===== src/rtl/multiword_add_sequencer.sv =====
// Wide adder reusing one N-bit ripple slice, one word per clock, LSW first.
// Optional subtract port enabled by defining MULTIWORD_ADD_SUB_EN.
module ripple_carry_adder #(
  parameter int N = 4
) (
  input  logic [N-1:0] a,
  input  logic [N-1:0] b,
  input  logic         cin,
  output logic [N-1:0] s,
  output logic         cout
);

  logic [N:0] c;

  assign c[0] = cin;

  for (genvar i = 0; i < N; i++) begin : g_fa
    assign s[i]   = a[i] ^ b[i] ^ c[i];
    assign c[i+1] = (a[i] & b[i]) |
                    (c[i] & (a[i] ^ b[i]));
  end

  assign cout = c[N];

endmodule

module multiword_add_sequencer #(
  parameter int N     = 4,
  parameter int WORDS = 4
) (
  input  logic               clk,
  input  logic               rst,
  input  logic               in_valid,
  output logic               in_ready,
  input  logic [N*WORDS-1:0] op1,
  input  logic [N*WORDS-1:0] op2,
  input  logic               carry_in,
`ifdef MULTIWORD_ADD_SUB_EN
  input  logic               sub,
`endif
  output logic               out_valid,
  input  logic               out_ready,
  output logic [N*WORDS-1:0] sum,
  output logic               carry_out,
  output logic               busy
);

  localparam int IW = $clog2(WORDS);
  localparam logic [IW-1:0] LAST =
    IW'(WORDS - 1);

  typedef enum logic [1:0] {
    IDLE,
    RUN,
    DONE
  } state_t;

  state_t                     state;
  logic [IW-1:0]              idx;
  logic                       carry_r;
  logic [WORDS-1:0][N-1:0]    op1_r;
  logic [WORDS-1:0][N-1:0]    op2_r;
  logic [WORDS-1:0][N-1:0]    sum_r;
  logic [N-1:0]               s_sl;
  logic                       c_sl;

  ripple_carry_adder #(.N(N)) u_slice (
    .a    (op1_r[idx]),
    .b    (op2_r[idx]),
    .cin  (carry_r),
    .s    (s_sl),
    .cout (c_sl)
  );

  always_ff @(posedge clk) begin
    if (rst) begin
      state   <= IDLE;
      idx     <= '0;
      carry_r <= 1'b0;
      op1_r   <= '0;
      op2_r   <= '0;
      sum_r   <= '0;
    end else begin
      unique case (state)
        IDLE: begin
          if (in_valid) begin
            op1_r <= op1;
            idx   <= '0;
            state <= RUN;
`ifdef MULTIWORD_ADD_SUB_EN
            // Two's-complement subtract: invert op2 once, carry-in of 1.
            if (sub) begin
              op2_r   <= ~op2;
              carry_r <= 1'b1;
            end else begin
              op2_r   <= op2;
              carry_r <= carry_in;
            end
`else
            op2_r   <= op2;
            carry_r <= carry_in;
`endif
          end
        end
        RUN: begin
          sum_r[idx] <= s_sl;
          carry_r    <= c_sl;
          if (idx == LAST) begin
            state <= DONE;
          end else begin
            idx <= idx + 1'b1;
          end
        end
        DONE: begin
          if (out_ready) begin
            state <= IDLE;
          end
        end
        default: state <= IDLE;
      endcase
    end
  end

  assign in_ready  = (state == IDLE);
  assign out_valid = (state == DONE);
  assign busy      = (state == RUN) ||
                     (state == DONE);
  assign sum       = sum_r;
  assign carry_out = carry_r;

endmodule


===== config.mk =====
export PLATFORM = sky130hd
export DESIGN_NAME = multiword_add_sequencer
export DESIGN_NICKNAME = d
export VERILOG_FILES = /design/src/rtl/multiword_add_sequencer.sv
export SDC_FILE = /design/constraint.sdc
export NUM_CORES = 1
export LEC_CHECK = 0
export CAP_MARGIN = 10
export CORE_MARGIN = 2
export CORE_UTILIZATION = 45
export CTS_BUF_LIST = sky130_fd_sc_hd__clkbuf_16
export DETAILED_ROUTE_END_ITERATION = 16
export PLACE_DENSITY = 0.74
export SETUP_SLACK_MARGIN = 0.1
export SLEW_MARGIN = 20
export SYNTH_ARGS = -nofsm -noshare
export SYNTH_HDL_FRONTEND = slang
export SYNTH_SLANG_ARGS = --single-unit

===== constraint.sdc =====
create_clock -name clk -period 4.3 [get_ports clk]
set_input_delay 0.86 -clock clk [delete_from_list [all_inputs] [get_ports clk]]
set_output_delay 0.86 -clock clk [all_outputs]
set_load 0.005 [all_outputs]

=== Yosys cells after proc, flatten, opt, wreduce, memory -nomap -nowiden ===
Cells that the tools add are included.

* Bitwise gates (word level): 20
* Add/sub/neg operators: 1
* Muxes and demuxes: 16
* $lt $le $gt $ge: 2
* Equality and inequality tests: 7
* Reduce and logical (&&, ||, !) cells: 8

{| class="wikitable"
|+ Operators with widths
! cell !! number
|-
| 4-bit binary-select mux with 2-bit select || 2
|-
| 16-bit bitwise mux || 1
|-
| 4-bit two-way mux || 3
|-
| 2-bit two-way mux || 5
|-
| 1-bit AND || 8
|-
| 4-bit demux with 2-bit select || 1
|-
| 1-bit XOR || 8
|-
| 2-bit != test, second input constant || 3
|-
| 2-bit one-hot mux with 3 select lines || 1
|-
| 3-bit AND reduction || 2
|-
| 2-bit == test, second input constant || 2
|-
| 1-bit bitwise OR || 4
|-
| 2-bit one-hot mux with 2 select lines || 1
|-
| 2-bit AND reduction || 2
|-
| 2-bit by 3-bit less-than comparator with 1-bit output, second input constant || 1
|-
| 2-bit by 1-bit adder with 2-bit output, second input constant || 1
|-
| 2-bit by 1-bit == test with 1-bit output, second input constant || 1
|-
| 2-bit by 1-bit >= comparator with 1-bit output, second input constant || 1
|-
| 2-bit zero test || 1
|-
| 2-bit by 1-bit != test with 1-bit output, second input constant || 1
|-
| 1-bit one-hot mux with 2 select lines || 1
|-
| 2-bit nonzero test || 1
|-
| 1-bit logical AND || 1
|-
| 1-bit logical OR || 1
|-
| 1-bit two-way mux || 1
|}

* Output and inout bits: 20
* Bits in registers: 53

=== Longest topological paths before layout ===
* Depth in word-level cells: 12
* Depth in mapped cells: 11

=== Cells and area by module ===
Synthesis repeated with hierarchy kept, for this count alone.

* Cell total of the unflattened synthesis: 284
* Area total of the unflattened synthesis: 2461.1 sq um

{| class="wikitable"
|+ Modules (own cells, without submodules)
! module !! instances !! area each (sq um) !! seq. area each (sq um) !! cells each
|-
| multiword_add_sequencer || 1 || 2343.5 || 1061.0 || 270
|-
| ripple_carry_adder || 1 || 117.6 || 0.0 || 14
|}

=== Worst setup path before layout ===
Ideal clock, no wire load.

* Path kind: reg2reg
* Start point: register idx[0]
* End point: register sum_r (netlist bit sum[11])
* Path slack: 1.278 ns
* Clock period less this slack: 3.022 ns
* Data arrival time: 2.931 ns
* Buffers on the path: 1
* Required time: 4.209 ns
* Stages on the path, launching flop included: 11
* Cells stage by stage: dfxtp_1 buf_2 mux4_2 fa_1 inv_1 fa_1 inv_1 fa_1 inv_1 fa_1 a311oi_1

* Longest elaborated chain between the ends: 11
* Elaborated cells between the ends (all ways): 24

{| class="wikitable"
|+ RTL lines
! item !! RTL line !! source
|-
| start, declared || 59 || <nowiki>logic [IW-1:0] idx;</nowiki>
|-
| start signal, assigned || 111 || <nowiki>idx <= idx + 1'b1;</nowiki>
|-
| 4-bit binary-select mux with 2-bit select, on equally long branches || 68, 69 ||
|-
| 4-bit two-way mux, on equally long branches || 68, 69 ||
|-
| 1-bit XOR || 20 || <nowiki>(c[i] & (a[i] ^ b[i]));</nowiki>
|-
| 1-bit AND || 20 ||
|-
| 1-bit bitwise OR || 19 || <nowiki>assign c[i+1] = (a[i] & b[i]) |</nowiki>
|-
| 1-bit AND || 20 ||
|-
| 1-bit bitwise OR || 19 ||
|-
| 1-bit AND || 20 ||
|-
| 1-bit bitwise OR || 19 ||
|-
| 1-bit XOR || 18 || <nowiki>assign s[i] = a[i] ^ b[i] ^ c[i];</nowiki>
|-
| 16-bit bitwise mux * || 106 || <nowiki>sum_r[idx] <= s_sl;</nowiki>
|-
| end signal, assigned by index || 106 ||
|-
| end, declared || 63 || <nowiki>logic [WORDS-1:0][N-1:0] sum_r;</nowiki>
|}

Mark *: on every way between the ends. The rest lies on a longest branch, timed or not. The select of a mux whose other input is x is not followed.
A chain may end at the register's enable or synchronous reset.

=== Worst setup path after layout ===
* Start point: register idx[0]
* End point: register sum_r (netlist bit sum[3])

Same word-level chain as after synthesis.

==> impl_metrics.yaml <==
timing:
  setup_viol: 0
  fin_skew_ns: 0.00568
  hold_ws_ns: 0.452
  rsz0062_at_grt: "false"
  worst_pin_slew_ns: 1.07
  maxSlewHeadroom_pct: 28.8
  drv_slew: 0
  timing.final.crit_share_pct: 78.1
  hold_viol: 0
  max_freq_mhz: 298
  finalSetupTns_ns: 0
  timing.final.crit_period_ns: 3.36
final_layout:
  syn_to_final_growth_pct: 30.1
  antennaDiodeCount: 0
  seq_area_mm2: 0.00106
  multiInputGateArea_mm2: 0.00115
  nFillCells: 476
  nets: 362
  drive_gt1_share_pct: 5.40
global_route:
  met3_usage_pct: 4.50
  grt_antenna_before_repair: 0
  top_usage_layer: "met2"
  grt_pass1_wl_um: 8280
  grt_max_degree: 54
  use_met1_pct: 21.1
  grtUsageMet2_pct: 30.4
  grt_pass1_vias: 1871
  gr-total-overflow: 0
  grt_use_total_pct: 17.4
power_and_ir_drop:
  vdd_drop_max_v: 0.000208
  power_leakage_nw: 1.09
  powerDensity_mw_per_mm2: 376
drt:
  drtIter0Drc: 114
  vias: 1992
  drtPass1Iterations: 4
  antenna_left: 0
  drc: 0
  avgRoutedWirePerCell_um: 12.8
  wl_um: 4940
  avgViaCountPerCell: 5.17
min_path:
  hold_path.class: "flip-flop to flip-flop"
  hold_end: "sum[4]"
  min-delay-start: "sum[4]"
  holdPathStages: 2
synth:
  synth-warning-count: 0
  synthDistinctLibCells: 29
  async_flop_share_pct: 0
  synth.top_cell.area_share_pct: 45.3
  synthesis.area_mm2: 0.00234
  synth_fp_nets: 318
  yosys-top-cells-area: "dfxtp_1, nand2_1, a21oi_1"
  ys_seq_area_share_pct: 45.3
  synth-seq-cells: 53
  synth_common_cells: "nand2_1, dfxtp_1, a21oi_1"
  syn-mean-instance-area_um2: 8.68
  synthFlopType: "dfxtp_1"
  yosysMostFrequentCell: "nand2_1"
  synth_top_area_cell: "dfxtp_1"
  synth_cells: 270
  synth_edf_count: 0
clock_tree:
  cts_root_buf: "clkbuf_16"
  path_clk_slew_ns: 0.07
  cts_setup_buffers: 0
  holdBufCountCts: 0
  clock_sinks: 53
  htree_levels: 2
  clk_latency_ns: 0.29
  postCtsResizedCells: 0
  cts_buffers: 5
  cts_buffer_depth: 2
  cts_tree: "built"
worst_setup_path:
  r2r-start: "idx[0]"
  cp_data_arrival_time_ns: 3.55
  r2r_cells: 9
  startpoint_type: "flip-flop"
  end_kind: "flip-flop"
  path_class: "flip-flop to flip-flop"
  critPathMaxFanout: 14
  critPathRequiredTime_ns: 4.49
  rrSetupSlack_ns: 0.94
  reg2reg_to: "sum[3]"
placement:
  gp_congestion: 0.773
  post-dp-hpwl_um: 3500
  io_buffers: 56
outcome:
  status: "finished clean"
die:
  die_y_um: 76.2
  num_rows: 26
  die_area_mm2: 0.00580
  die_w_um: 76.2
  io_pins: 57
  start_util_pct: 46.2
  coreArea_mm2: 0.00507
job:
  cap_violations: 0
[metrics by stage]
step / setup WS [ns] / utilization (%) / power (mW) / instance area [um2] / std cells
after floorplan: 1.28 / - / 0.688 / 2340 / 270
after global placement: 1.05 / 57.3 / 0.768 / 2910 / 377
after detailed placement: 0.925 / 57.3 / 0.774 / 2910 / 377
after CTS: 0.889 / 60.1 / 1.15 / 3050 / 385
after global routing: 0.755 / 60.1 / 1.20 / 3050 / 385
final: 0.940 / 60.1 / 1.15 / 3050 / 385
[metal layers]
layer	share of wire, %	vias to the layer above
li1	-	1009
met5	0	-
met1	42	918
met2	51	61
met3	5.0	4
met4	1.2	0
[cell usage in the layout, fill, tap and decap left out, types with 4 or more instances in the layout]
cell,instances
a21oi_1,47
a311oi_1,6
clkbuf_16,5
clkdlybuf4s50_1,55
dfxtp_1,53
fa_1,4
ha_1,7
inv_1,13
mux4_2,8
nand2_1,75
nand3_1,7
nor2_1,4
nor2b_1,4
nor3_1,4
[registers in the layout (all words and copies together) (netlist names)]
register	flops
carry_out	1
idx	2
op1_r	16
op2_r	16
state	2
sum	16
[power by group]
| part | leakage (nW) | internal [mW] | switching [mW] |
|---|---|---|---|
| clock network | 0.0696 | 0.214 | 0.171 |
| logic | 0.586 | 0.104 | 0.109 |
| registers | 0.433 | 0.524 | 0.0240 |
[cell families after synthesis]
kind of cell    synth area share [%]
simple gates                    18.5
compound gates                  15.0
flops                           45.3
buf+inv                         5.50
fa+ha+maj                       7.15
mux                             8.54
[critical path: stages (launching register included)]
cell      delay, ns
dfxtp_1        0.75
mux4_2         0.62
fa_1           0.40
inv_1          0.07
fa_1           0.16
inv_1          0.05
fa_1           0.38
inv_1          0.09
fa_1           0.46
a311oi_1       0.29
[worst max path at each step]
stage,slack (ns),cells past startpoint,from,to
finish,0.94,9,idx[0],sum[3]
global placement,1.05,9,idx[0],sum[7]
global route,0.76,9,idx[0],sum[3]
detailed placement,0.92,9,idx[0],sum[3]
CTS,0.89,9,idx[0],sum[3]
floorplan,1.28,10,idx[0],sum[11]
[final cells by class]
| cell class | count | area share, % |
|---|---|---|
| clock inverter | 3 | 0.574 |
| tap | 70 | 2.87 |
| inverter | 13 | 1.60 |
| timing repair buffer | 56 | 18.2 |
| multi-input combinational | 185 | 37.9 |
| sequential | 53 | 34.8 |
| clock buffer | 5 | 4.10 |
Power figures use the tool's default switching activity.
